<file path="src/rtl/rap_adder_seq_if.sv">
// rtl/rap_adder_seq_if.sv - operand/result handshake bundle for rap_adder_seq
interface rap_adder_seq_if #(
  parameter int WIDTH = 16
);
  logic             in_valid;
  logic             in_ready;
  logic [WIDTH-1:0] a;
  logic [WIDTH-1:0] b;
  logic             mode;
  logic             out_valid;
  logic             out_ready;
  logic [WIDTH:0]   sum;
  logic             approx_flag;
  logic             corrected;

  modport master (
    output in_valid, a, b, mode, out_ready,
    input  in_ready, out_valid, sum, approx_flag, corrected
  );

  modport slave (
    input  in_valid, a, b, mode, out_ready,
    output in_ready, out_valid, sum, approx_flag, corrected
  );
endinterface

</file>
<file path="src/rtl/rap_adder_seq.sv">
// rtl/rap_adder_seq.sv - window-limited-carry approximate adder with segment-serial exact repair
module rap_adder_seq #(
  parameter int WIDTH  = 16,
  parameter int WINDOW = 8,
  parameter int CNT_W  = 16
) (
  input  logic             clk,
  input  logic             rst_n,
  rap_adder_seq_if.slave   bus,
  input  logic             cnt_clr,
  output logic [CNT_W-1:0] hazard_cnt
);
  localparam int NSEG  = (WIDTH + WINDOW - 1) / WINDOW;
  localparam int PAD_W = NSEG * WINDOW;
  localparam int SUM_W = PAD_W + 1;
  localparam int SEG_W = (NSEG > 1) ? $clog2(NSEG) : 1;

  typedef enum logic [1:0] {IDLE, EVAL, CORR, OUT} state_t;

  state_t           state, state_nxt;
  logic [PAD_W-1:0] a_r, b_r;
  logic             mode_r;
  logic [SEG_W-1:0] seg;
  logic             carry;
  logic [SUM_W-1:0] sum_r;
  logic             approx_r, corr_r;

  logic [WIDTH-1:0] p, g, c;
  logic [WIDTH:0]   approx_sum;
  logic             hazard;
  logic             term, run;
  logic [WINDOW:0]  seg_sum;
  int               seg_off;
  logic             last_seg;

  always_comb begin
    p    = a_r[WIDTH-1:0] ^ b_r[WIDTH-1:0];
    g    = a_r[WIDTH-1:0] & b_r[WIDTH-1:0];
    c    = '0;
    term = 1'b0;
    run  = 1'b0;
    // c[i]: any generate within the last WINDOW positions that propagates up to i
    for (int i = 0; i < WIDTH; i++) begin
      for (int j = 0; j < WIDTH; j++) begin
        if (j <= i && j + WINDOW > i) begin
          term = g[j];
          for (int k = 0; k < WIDTH; k++) begin
            if (k > j && k <= i) term = term & p[k];
          end
          c[i] = c[i] | term;
        end
      end
    end
    hazard = 1'b0;
    for (int j = 1; j <= WIDTH - WINDOW; j++) begin
      run = 1'b1;
      for (int k = 0; k < WINDOW; k++) run = run & p[j+k];
      hazard = hazard | run;
    end
    approx_sum[0] = p[0];
    for (int i = 1; i < WIDTH; i++) approx_sum[i] = p[i] ^ c[i-1];
    approx_sum[WIDTH] = c[WIDTH-1];
  end

  // Padding bits are zero, so a short last segment leaves its carry at bit WIDTH.
  always_comb begin
    seg_off  = int'(seg) * WINDOW;
    seg_sum  = {1'b0, a_r[seg_off +: WINDOW]} + {1'b0, b_r[seg_off +: WINDOW]}
             + {{WINDOW{1'b0}}, carry};
    last_seg = (seg == SEG_W'(NSEG - 1));
  end

  always_ff @(posedge clk or negedge rst_n) begin
    if (!rst_n) state <= IDLE;
    else        state <= state_nxt;
  end

  always_comb begin
    state_nxt = state;
    case (state)
      IDLE: if (bus.in_valid) state_nxt = EVAL;
      EVAL: state_nxt = (mode_r && hazard) ? CORR : OUT;
      CORR: if (last_seg) state_nxt = OUT;
      OUT:  if (bus.out_ready) state_nxt = IDLE;
      default: state_nxt = IDLE;
    endcase
  end

  always_comb begin
    bus.in_ready    = (state == IDLE);
    bus.out_valid   = (state == OUT);
    bus.sum         = sum_r[WIDTH:0];
    bus.approx_flag = approx_r;
    bus.corrected   = corr_r;
  end

  always_ff @(posedge clk or negedge rst_n) begin
    if (!rst_n) begin
      a_r      <= '0;
      b_r      <= '0;
      mode_r   <= 1'b0;
      seg      <= '0;
      carry    <= 1'b0;
      sum_r    <= '0;
      approx_r <= 1'b0;
      corr_r   <= 1'b0;
    end else begin
      case (state)
        IDLE: if (bus.in_valid) begin
          a_r    <= PAD_W'(bus.a);
          b_r    <= PAD_W'(bus.b);
          mode_r <= bus.mode;
        end
        EVAL: if (mode_r && hazard) begin
          seg   <= '0;
          carry <= 1'b0;
        end else begin
          sum_r    <= SUM_W'(approx_sum);
          approx_r <= hazard & ~mode_r;
          corr_r   <= 1'b0;
        end
        CORR: begin
          sum_r[seg_off +: WINDOW+1] <= seg_sum;
          carry <= seg_sum[WINDOW];
          if (last_seg) begin
            seg      <= '0;
            corr_r   <= 1'b1;
            approx_r <= 1'b0;
          end else begin
            seg <= seg + SEG_W'(1);
          end
        end
        default: ;
      endcase
    end
  end

  always_ff @(posedge clk or negedge rst_n) begin
    if (!rst_n)
      hazard_cnt <= '0;
    else if (cnt_clr)
      hazard_cnt <= '0;
    else if (state == EVAL && hazard && hazard_cnt != '1)
      hazard_cnt <= hazard_cnt + CNT_W'(1);
  end
endmodule

</file>
<file path="src/flat_wrapper.sv">
// flat-port wrapper written by rule: the top's interface ports become plain ports
module rap_adder_seq_flat 
#(
  parameter int WIDTH  = 16,
  parameter int WINDOW = 8,
  parameter int CNT_W  = 16
)
  (clk, rst_n, cnt_clr, hazard_cnt, bus_in_valid, bus_a, bus_b, bus_mode, bus_out_ready, bus_in_ready, bus_out_valid, bus_sum, bus_approx_flag, bus_corrected);
  rap_adder_seq_if #(.WIDTH(WIDTH)) bus_i ();
  input  logic clk;
  input  logic rst_n;
  input  logic cnt_clr;
  output logic [CNT_W-1:0] hazard_cnt;
  input wire logic [$bits(bus_i.in_valid)-1:0] bus_in_valid;
  input wire logic [$bits(bus_i.a)-1:0] bus_a;
  input wire logic [$bits(bus_i.b)-1:0] bus_b;
  input wire logic [$bits(bus_i.mode)-1:0] bus_mode;
  input wire logic [$bits(bus_i.out_ready)-1:0] bus_out_ready;
  output wire logic [$bits(bus_i.in_ready)-1:0] bus_in_ready;
  output wire logic [$bits(bus_i.out_valid)-1:0] bus_out_valid;
  output wire logic [$bits(bus_i.sum)-1:0] bus_sum;
  output wire logic [$bits(bus_i.approx_flag)-1:0] bus_approx_flag;
  output wire logic [$bits(bus_i.corrected)-1:0] bus_corrected;
  assign bus_i.in_valid = bus_in_valid;
  assign bus_i.a = bus_a;
  assign bus_i.b = bus_b;
  assign bus_i.mode = bus_mode;
  assign bus_i.out_ready = bus_out_ready;
  assign bus_in_ready = bus_i.in_ready;
  assign bus_out_valid = bus_i.out_valid;
  assign bus_sum = bus_i.sum;
  assign bus_approx_flag = bus_i.approx_flag;
  assign bus_corrected = bus_i.corrected;
  rap_adder_seq #(.WIDTH(WIDTH), .WINDOW(WINDOW), .CNT_W(CNT_W)) u_core (.clk(clk), .rst_n(rst_n), .bus(bus_i), .cnt_clr(cnt_clr), .hazard_cnt(hazard_cnt));
endmodule
</file>
<file path="config.mk">
export PLATFORM = sky130hd
export DESIGN_NAME = rap_adder_seq_flat
export DESIGN_NICKNAME = d
export VERILOG_FILES = /design/src/rtl/rap_adder_seq_if.sv /design/src/rtl/rap_adder_seq.sv /design/src/flat_wrapper.sv
export SDC_FILE = /design/constraint.sdc
export NUM_CORES = 1
export LEC_CHECK = 0
export CAP_MARGIN = 30
export CORE_MARGIN = 4
export CORE_UTILIZATION = 61
export CTS_CLUSTER_DIAMETER = 150
export CTS_CLUSTER_SIZE = 24
export DETAILED_ROUTE_END_ITERATION = 7
export DONT_BUFFER_PORTS = 1
export MAX_ROUTING_LAYER = met4
export PLACE_DENSITY = 0.84
export SYNTH_ARGS = -nofsm -noshare
export SYNTH_HDL_FRONTEND = slang
export SYNTH_SLANG_ARGS = --single-unit
</file>
<file path="constraint.sdc">
create_clock -name clk -period 10.1 [get_ports clk]
set_input_delay 2.525 -clock clk [delete_from_list [all_inputs] [get_ports clk]]
set_output_delay 2.525 -clock clk [all_outputs]
set_load 0.005 [all_outputs]
</file>
Word-level counts from Yosys, hierarchy flattened
Cells that the tools add are included.
{ "totals": {"in_bits": 38, "out_inout_bits": 37, "wordCells": 309, "reg_bits": 72} }
{ "op_classes": {"n_mux": 20, "n_eq_ne": 9, "n_shift": 4, "addsub": 5, "bitwise": 250, "n_reduce_logical": 11} }
{ "ops": {"columns": ["cell", "n"], "rows": [
  ["$and 1x1->1", 141],
  ["$or 1x1->1", 91],
  ["$pmux 17 s2", 1],
  ["$neg 4->33", 1],
  ["$shift 9x33->17 const A", 1],
  ["$shiftx 9x33->17", 1],
  ["$mux 16", 2],
  ["$shiftx 16x5->8", 2],
  ["$bwmux 17", 1],
  ["$mux 17", 1],
  ["$add 16x1->16 const B", 1],
  ["$and 16x16->16", 1],
  ["$ne 16x16->1 const B", 1],
  ["$xor 16x16->16", 1],
  ["$xor 1x1->1", 15],
  ["$add 8x8->9", 1],
  ["$add 9x1->9", 1],
  ["$pmux 1 s2", 4],
  ["$pmux 2 s4", 1],
  ["$mux 1", 7],
  ["$mux 2", 3],
  ["$ne 2x2->1 const B", 3],
  ["$reduce_and 2->1", 3],
  ["$reduce_and 3->1", 2],
  ["8 further kinds", 13]
]} }

Longest topological paths before layout
Gate-level depths: netlist of run 1.
{ "depth": {"word_depth": 19, "depth_mapped": 12, "mapped_depth_nobuf": 10} }

Worst setup path before layout of run 1
No wires, ideal clock.
{ "synth_path": {"path_kind": "input to register", "start": "in bus_in_valid", "end": "reg u_core.a_r[0]", "required_ns": 9.975, "arrival_time_ns": 3.380, "setup_time_ns": 0.125, "path_stages": 3, "path_slack_ns": 6.595, "path_cell_list": "nand2_1 buf_1 mux2_2"} }
{ "synth_between": {"elab_chain_cells": 1} }
{ "synth_lines": {"columns": ["item", "line_no", "rtl"], "rows": [
  ["start: declaration", "flat_wrapper.sv:14", "input wire logic [$bits(bus_i.in_valid)-1:0] bus_in_valid;"],
  ["$reduce_and 2->1 (no line)", null, null],
  ["end signal: assignment", "rap_adder_seq.sv:110", "a_r <= PAD_W'(bus.a);"],
  ["end: declaration", "rap_adder_seq.sv:21", "logic [PAD_W-1:0] a_r, b_r;"]
]} }
No other way between the ends.
A chain may end at the register's enable or synchronous reset.

Final worst setup path of run 1
{ "layout_path": {"start": "reg u_core.state[0]", "end": "out bus_in_ready"} }
{ "layout_between": {"elab_chain_cells": 1} }
{ "layout_lines": {"columns": ["item", "line_no", "rtl"], "rows": [
  ["start: declaration", "rap_adder_seq.sv:20", "state_t state, state_nxt;"],
  ["start signal: assignment", "rap_adder_seq.sv:75", "else state <= state_nxt;"],
  ["$logic_not 2->1", "rap_adder_seq.sv:90", "bus.in_ready = (state == IDLE);"],
  ["end: declaration", "flat_wrapper.sv:19", "output wire logic [$bits(bus_i.in_ready)-1:0] bus_in_ready;"]
]} }
No other way between the ends.

==> reports/qor.log, run 1 <==
[status] outcome finished, final reports clean
[global_routing] Total Routing Usage GR 25.2%
[placed_design] dpl cells 527
[placed_design] count of input and output buffers 0
[clocking] clock latency on the worst-skew pair 350 ps
[yosys] async set-or-reset flop fraction in the synthesized netlist 100%
[global_routing] antenna violations before repair 0
[detailed_routing] Iter 0 DRT Violations 150
[clocking] Gates resized, CTS repair 0
[yosys] synth unique cells 68
[yosys] flip-flop cell with the highest count after synthesis sky130_fd_sc_hd__dfrtp_1
[clocking] clock sinks 72
[sta] sum of negative setup slack 0 ps
[yosys] post-synthesis cell count 443
[clocking] CTS tree built
[yosys] cell type contributing the most total cell area after synthesis sky130_fd_sc_hd__dfrtp_1
[detailed_routing] First-pass DRT Iterations 5
[placed_design] estimated wirelength of the detail-placed design 7970 um
[yosys] share of Yosys cell area claimed by the top area cell type 39.0%
[yosys] biggest area contributors in the synthesized netlist sky130_fd_sc_hd__dfrtp_1, sky130_fd_sc_hd__mux2_2, sky130_fd_sc_hd__ha_1, sky130_fd_sc_hd__xnor2_1, sky130_fd_sc_hd__nor2_1
[sta] final-report hold violation count 0
[yosys] number of synthesized flops with an enable pin 0
[sta] setup repair after global routing missed its margin false
[detailed_routing] Wirelength per Cell 19.5 um
[sta] achievable frequency 0.274 GHz
[yosys] number of nets produced by synthesis 513
[critical_path] reg2reg start u_core.last_seg
[floorplanning] horizontal die dimension 95.0 um
[yosys] mean post-synth cell area 10.4 um^2
[sta] minimum clock period after layout 3650 ps
[critical_path] data required time of the critical path 7580 ps
[placed_design] Post-DP Area 4650 um^2
[clocking] maximum number of buffers from clock root to sink 2
[clocking] clock-pin slew on the worst setup and hold paths 80 ps
[min_path] hold path start u_core.a_r[15]
[floorplanning] area of the core 7290 um^2
[detailed_routing] Post-Route WL 10500 um
[detailed_routing] DRC violation count after routing 0
[cells_and_area] antenna diode count 0
[floorplanning] Initial Util 63.4%
[floorplanning] I/O pin cnt 75
[critical_path] Setup crit start kind flip-flop
[global_routing] global-route wire length before repair 17100 um
[clocking] CTS buffer count 9
[yosys] Mapped Area 4620 um^2
[critical_path] element type at the critical path end output pin
[pwr] leakage component of the power 2.04 nW
[cells_and_area] fin cells 541
[cells_and_area] ratio of cells with drive above 1 in the final layout 18.3%
[sta] slew at the pin closest to its max-slew limit 798 ps
[floorplanning] vertical die dimension 95.0 um
[critical_path] class of the most critical setup path flip-flop to output pin
[clocking] number of hold buffers added after cts 0
[clocking] Post-CTS Repair Setup Buffers 0
[placed_design] placer's final routability congestion estimate 0.919
[critical_path] highest net fanout along the worst path 4
[sta] Final Skew 15.0 ps
[detailed_routing] total via count in the routed design 3505
[run] # Max-Cap Violations 0
[sta] count of endpoints failing setup in the final report 0
[detailed_routing] average vias per placed instance 6.48
[clocking] H-tree Lvls 3
[yosys] warnings from Yosys 0
[yosys] flop and latch count out of synthesis 72
[sta] tightest slew margin relative to the limit 45.4%
[sta] Tcrit/Tclk final 36.2%
[yosys] most common cell in the synthesized netlist sky130_fd_sc_hd__dfrtp_1
[pwr] Max VDD drop 0.241 mV
[sta] Final Max Slew Viols 0
[pwr] Power Density 416 nW/um^2
[yosys] part of the Yosys area used for sequential elements 39.0%
[cells_and_area] summed area of non-filler cells in the final layout 4850 um^2
[clocking] library cell used as clock root buffer sky130_fd_sc_hd__clkbuf_8
[critical_path] worst setup path start u_core.state[0]
[floorplanning] die area 9030 um^2
[yosys] most frequent cells after synthesis sky130_fd_sc_hd__dfrtp_1, sky130_fd_sc_hd__mux2_2, sky130_fd_sc_hd__nor2_1, sky130_fd_sc_hd__ha_1, sky130_fd_sc_hd__nand2_1
[cells_and_area] synthesis-to-layout area growth 4.93%
[floorplanning] row count 31
[critical_path] Worst EP arrival 1130 ps
[global_routing] global route overflow 0
[global_routing] vias in the first global route 3458
[detailed_routing] remaining number of nets flagged by the antenna check after routing 0
[global_routing] pin count of the biggest net entering global routing 73
[cells_and_area] count of nets after finishing 509
[min_path] worst min path class flip-flop to flip-flop
==> power by group <==
group	switching, mW	internal (mW)
Clock	0.105	0.124
Sequential	0.106	0.402
Combinational	0.728	0.554
Total	0.938	1.08
==> flip-flops by register name, indices dropped and copies added (netlist names) <==
register and count:
u_core.b_r 16, u_core.hazard_cnt 16, u_core.state 2, u_core.carry 1, u_core.mode_r 1, u_core.last_seg 1
u_core.a_r 16, u_core.bus.corrected 1, u_core.bus.approx_flag 1, u_core.bus.sum 17
==> layout by cell type, fill, tap and decap left out, drive strengths merged, types with 10 or more instances in the layout <==
cell	instances
dfrtp	72
mux2	48
nor2	36
ha	29
nand2	27
a21oi	26
xnor2	20
o21ai	18
inv	15
nand3	14
clkbuf	11
xor2	10
==> worst max-delay path, cell delays in order, from the launching register on <==
cell	delay [ps]
sky130_fd_sc_hd__dfrtp_1	420
sky130_fd_sc_hd__inv_1	120
sky130_fd_sc_hd__ha_1	240
==> stage by stage <==
stage | hold slack (ps) | worst slack [ps] | utilization [%] | power, mW
after floorplan | 501 | 6600 | - | 1.49
after global placement | 519 | 6650 | 63.8 | 1.71
after detailed placement | 525 | 6620 | 63.8 | 1.77
after CTS | 540 | 6440 | 66.5 | 2.00
after global routing | 559 | 6380 | 66.5 | 2.17
final | 541 | 6450 | 66.5 | 2.02
==> area by class of cell <==
type                       instances  area [um^2]
multi-input combinational        338         2650
fill                             602         2440
sequential                        72         1800
clock buffer                      11          151
tap                               99          124
inverter                          15         56.3
clock inverter                     3         42.5
timing repair buffer               3         22.5
==> cells by family (layout without fill, tap and decap cells) <==
logic type	Yosys count	in the layout	synth area share, %
buffers and inverters	33	32	3.66
DFF	72	72	39.0
AOI/OAI and AO/OA	105	105	16.2
muxes	50	50	12.1
adders and majority gates	32	32	9.15
and+or+nand+nor	121	121	14.2
xor gates and xnor gates	30	30	5.69
==> layer usage <==
layer	up-vias	GRT usage [%]	part of all wire (%)	wire length (um)
li1	1625	-	-	-
met1	1705	31.2	41	4270
met2	153	41.0	50	5230
met3	22	6.08	7.7	815
met4	0	8.17	2.1	218
met5	-	-	0	0
==> final timing paths <==
path / endpoint / slack, ps / depth (start not counted)
worst max register to register: u_core.bus.sum[14] / 6760 / 11
max in group asynchronous: u_core.b_r[5] / 8100 / 0
worst min register to register: u_core.a_r[15] / 540 / 1
worst min-delay path: u_core.a_r[15] / 540 / 1
min in group asynchronous: u_core.hazard_cnt[12] / 1860 / 0
worst max-delay path: bus_in_ready / 6450 / 2
Note: power is estimated with default switching activity, not from simulation.
==> run 2, diff against run 1 <==
==> constraint.sdc (replaced) <==
create_clock -name clk -period 3.65 [get_ports clk]
set_input_delay 0.9125 -clock clk [delete_from_list [all_inputs] [get_ports clk]]
set_output_delay 0.9125 -clock clk [all_outputs]
set_load 0.005 [all_outputs]
==> reports/qor.log, run 2 (same netlist as run 1, synthesis figures left out) <==
[global_routing] global route overflow 0 [unchanged]
[cells_and_area] fin cells 543 [+0.37%]
[sta] achievable frequency 0.306 GHz
[floorplanning] die area 9030 um^2 [unchanged]
[detailed_routing] met3 wirelength from detailed routing 688 um [-16%]
[sta] slew at the pin closest to its max-slew limit 723 ps [-75.0 ps]
[sta] setup repair after global routing missed its margin false
[sta] count of endpoints failing setup in the final report 0 [unchanged]
[min_path] worst min path class input port to async pin
[sta] final-report hold violation count 0 [unchanged]
[pwr] leakage component of the power 2.05 nW [+0.31%]
[cells_and_area] leading cell type in the layout, fill and taps excluded sky130_fd_sc_hd__dfrtp_1
[clocking] CTS buffer count 9 [unchanged]
[floorplanning] vertical die dimension 95.0 um [unchanged]
[cells_and_area] synthesis-to-layout area growth 4.93% [unchanged]
[global_routing] pin count of the biggest net entering global routing 73 [unchanged]
[placed_design] worst setup timing slack at the placement stage 403 ps [-6210 ps]
[cells_and_area] Register Area 1800 um^2 [unchanged]
[floorplanning] area of the core 7290 um^2 [unchanged]
[cells_and_area] ratio of cells with drive above 1 in the final layout 18.5% [+0.14 points]
[detailed_routing] Top Layer Used met4
[cells_and_area] antenna diode count 0 [unchanged]
[global_routing] global-route wire length before repair 17200 um [+1.0%]
[global_routing] vias in the first global route 3461 [+0.087%]
[critical_path] highest net fanout along the worst path 18 [+14]
[global_routing] Total Routing Usage GR 25.5% [+0.28 points]
[cells_and_area] highest-count cells in the layout ignoring fill and taps sky130_fd_sc_hd__dfrtp_1, sky130_fd_sc_hd__mux2_2, sky130_fd_sc_hd__nor2_1
[pwr] Power Density 1140 nW/um^2 [+170%]
[pwr] Max VDD drop 0.675 mV [+180%]
[clocking] number of hold buffers added after cts 0 [unchanged]
[critical_path] Crit path largest cell delay 740 ps [+320 ps]
[clocking] Post-CTS Repair Setup Buffers 0 [unchanged]
[critical_path] CP max stage cell sky130_fd_sc_hd__dfrtp_1
[detailed_routing] First-pass DRT Iterations 5 [unchanged]
[critical_path] Setup crit start kind flip-flop
[critical_path] Top Family by Delay on Critical Path compound AO/OA/AOI/OAI gates
[critical_path] worst setup path start u_core.last_seg
[global_routing] antenna violations before repair 0 [unchanged]
[clocking] CTS tree built
[sta] minimum clock period after layout 3270 ps
[detailed_routing] average vias per placed instance 6.52 [+0.65%]
[detailed_routing] Detail Route met2 WL 5070 um [-3.0%]
[sta] Final Max Slew Viols 0 [unchanged]
[floorplanning] horizontal die dimension 95.0 um [unchanged]
[placed_design] Post-DP Area 4660 um^2 [+0.16%]
[detailed_routing] detailed-routing wirelength on met1 4440 um [+3.9%]
[status] outcome finished, final reports clean
[cells_and_area] area taken by multi-input logic gates 2650 um^2 [unchanged]
[critical_path] sequence of cells on the critical path mux2_2 -> fa_1 -> inv_1 -> fa_1 -> nor2b_1 -> o31a_1 -> o31a_1 -> a31oi_1 -> o22ai_1 -> a221oi_1
[critical_path] element type at the critical path end flip-flop
[detailed_routing] Iter 0 DRT Violations 324 [+120%]
[cells_and_area] count of nets after finishing 510 [+0.20%]
[cells_and_area] summed area of non-filler cells in the final layout 4850 um^2 [unchanged]
[sta] Final Skew 10.9 ps [-4.05 ps]
[cells_and_area] Filler Cells Inserted 584 [-3.0%]
[run] # Max-Cap Violations 0 [unchanged]
[detailed_routing] Wirelength per Cell 19.1 um [-1.8%]
[clocking] library cell used as clock root buffer sky130_fd_sc_hd__clkbuf_8
[critical_path] class of the most critical setup path flip-flop to flip-flop
[placed_design] placer's final routability congestion estimate 1.04 [+13%]
[sta] tightest slew margin relative to the limit 51.8% [+6.4 points]
[critical_path] data required time of the critical path 3910 ps [-3670 ps]
[clocking] clock latency on the worst-skew pair 350 ps [about the same]
[detailed_routing] total via count in the routed design 3541 [+1.0%]
[critical_path] buffer and inverter count on the worst path 1 [unchanged]
[clocking] maximum number of buffers from clock root to sink 2 [unchanged]
[clocking] clock-pin slew on the worst setup and hold paths 80 ps [about the same]
[floorplanning] Initial Util 63.4% [unchanged]
[detailed_routing] DRC violation count after routing 0 [unchanged]
[floorplanning] I/O pin cnt 75 [unchanged]
[clocking] Gates resized, CTS repair 0 [unchanged]
[clocking] clock sinks 72 [unchanged]
[sta] Tcrit/Tclk final 89.7%
[placed_design] count of input and output buffers 0 [unchanged]
[cells_and_area] flip-flop count of the largest register after layout 17 [unchanged]
[placed_design] estimated wirelength of the detail-placed design 7950 um [-0.17%]
[placed_design] dpl cells 528 [+0.19%]
[sta] sum of negative setup slack 0 ps [unchanged]
[clocking] H-tree Lvls 3 [unchanged]
[critical_path] reg2reg start u_core.last_seg
[detailed_routing] Post-Route WL 10400 um [-1.4%]
[detailed_routing] remaining number of nets flagged by the antenna check after routing 0 [unchanged]
[critical_path] Worst EP arrival 3530 ps [+2400 ps]
[sta] slack of the critical path 377 ps [-6070 ps]
[floorplanning] row count 31 [unchanged]
run 2: cell types whose count changed in the layout (fill, tap and decap cells not counted), sizes merged:
cell | before | now
clkinv | 1 | 3
buf | 3 | 4
clkinvlp | 1 | 0
run 2: where the power goes:
part / leakage (nW) / switching, mW / total, mW / internal (mW)
Combinational: 1.06 / 1.95 / 3.50 / 1.55
Sequential: 0.887 / 0.323 / 1.44 / 1.11
Clock: 0.0989 / 0.285 / 0.612 / 0.327
run 2: worst reg2reg max path, cell delays in order, from the launching register on:
cell and delay [ps]:
sky130_fd_sc_hd__dfrtp_1 740, sky130_fd_sc_hd__mux2_2 430, sky130_fd_sc_hd__fa_1 420, sky130_fd_sc_hd__inv_1 80, sky130_fd_sc_hd__fa_1 200, sky130_fd_sc_hd__nor2b_1 70
sky130_fd_sc_hd__o31a_1 280, sky130_fd_sc_hd__o31a_1 260, sky130_fd_sc_hd__a31oi_1 270, sky130_fd_sc_hd__o22ai_1 150, sky130_fd_sc_hd__a221oi_1 290
run 2: metrics by stage:
step                utilization, %  total power, mW  hold WS, ps
floorplan                        -             4.13          501
global placement              63.9             4.75          518
detailed placement            63.9             4.87          529
CTS                           66.5             5.50          233
global route                  66.5             5.99          230
finish                        66.5             5.55          243
run 2: area by class of cell:
| cell class | instances | area share [%] |
|---|---|---|
| multi-input cells | 338 | 54.7 |
| well taps | 99 | 2.55 |
| clock buffers | 11 | 2.92 |
| inverters | 15 | 1.16 |
| clock inverters | 4 | 0.929 |
| repair buffers | 4 | 0.619 |
| flip-flops and latches | 72 | 37.2 |
run 2: path summary, 6_finish.rpt:
| kind | depth (start not counted) | slack (ps) | endpoint |
|---|---|---|---|
| setup / recovery | 10 | 380 | u_core.bus.sum[14] |
| hold / removal | 0 | 240 | u_core.hazard_cnt[15] |
| setup reg to reg | 10 | 380 | u_core.bus.sum[14] |
| hold reg to reg | 1 | 550 | u_core.a_r[6] |
| max in group asynchronous | 0 | 3270 | u_core.b_r[9] |
| min in group clk | 1 | 550 | u_core.a_r[6] |
run 2: per-layer routing:
| layer | vias up | global-route usage (%) |
|---|---|---|
| met5 | - | - |
| met4 | 0 | 9.86 |
| met3 | 16 | 5.52 |
| met2 | 146 | 40.6 |
| met1 | 1747 | 32.0 |
| li1 | 1632 | - |
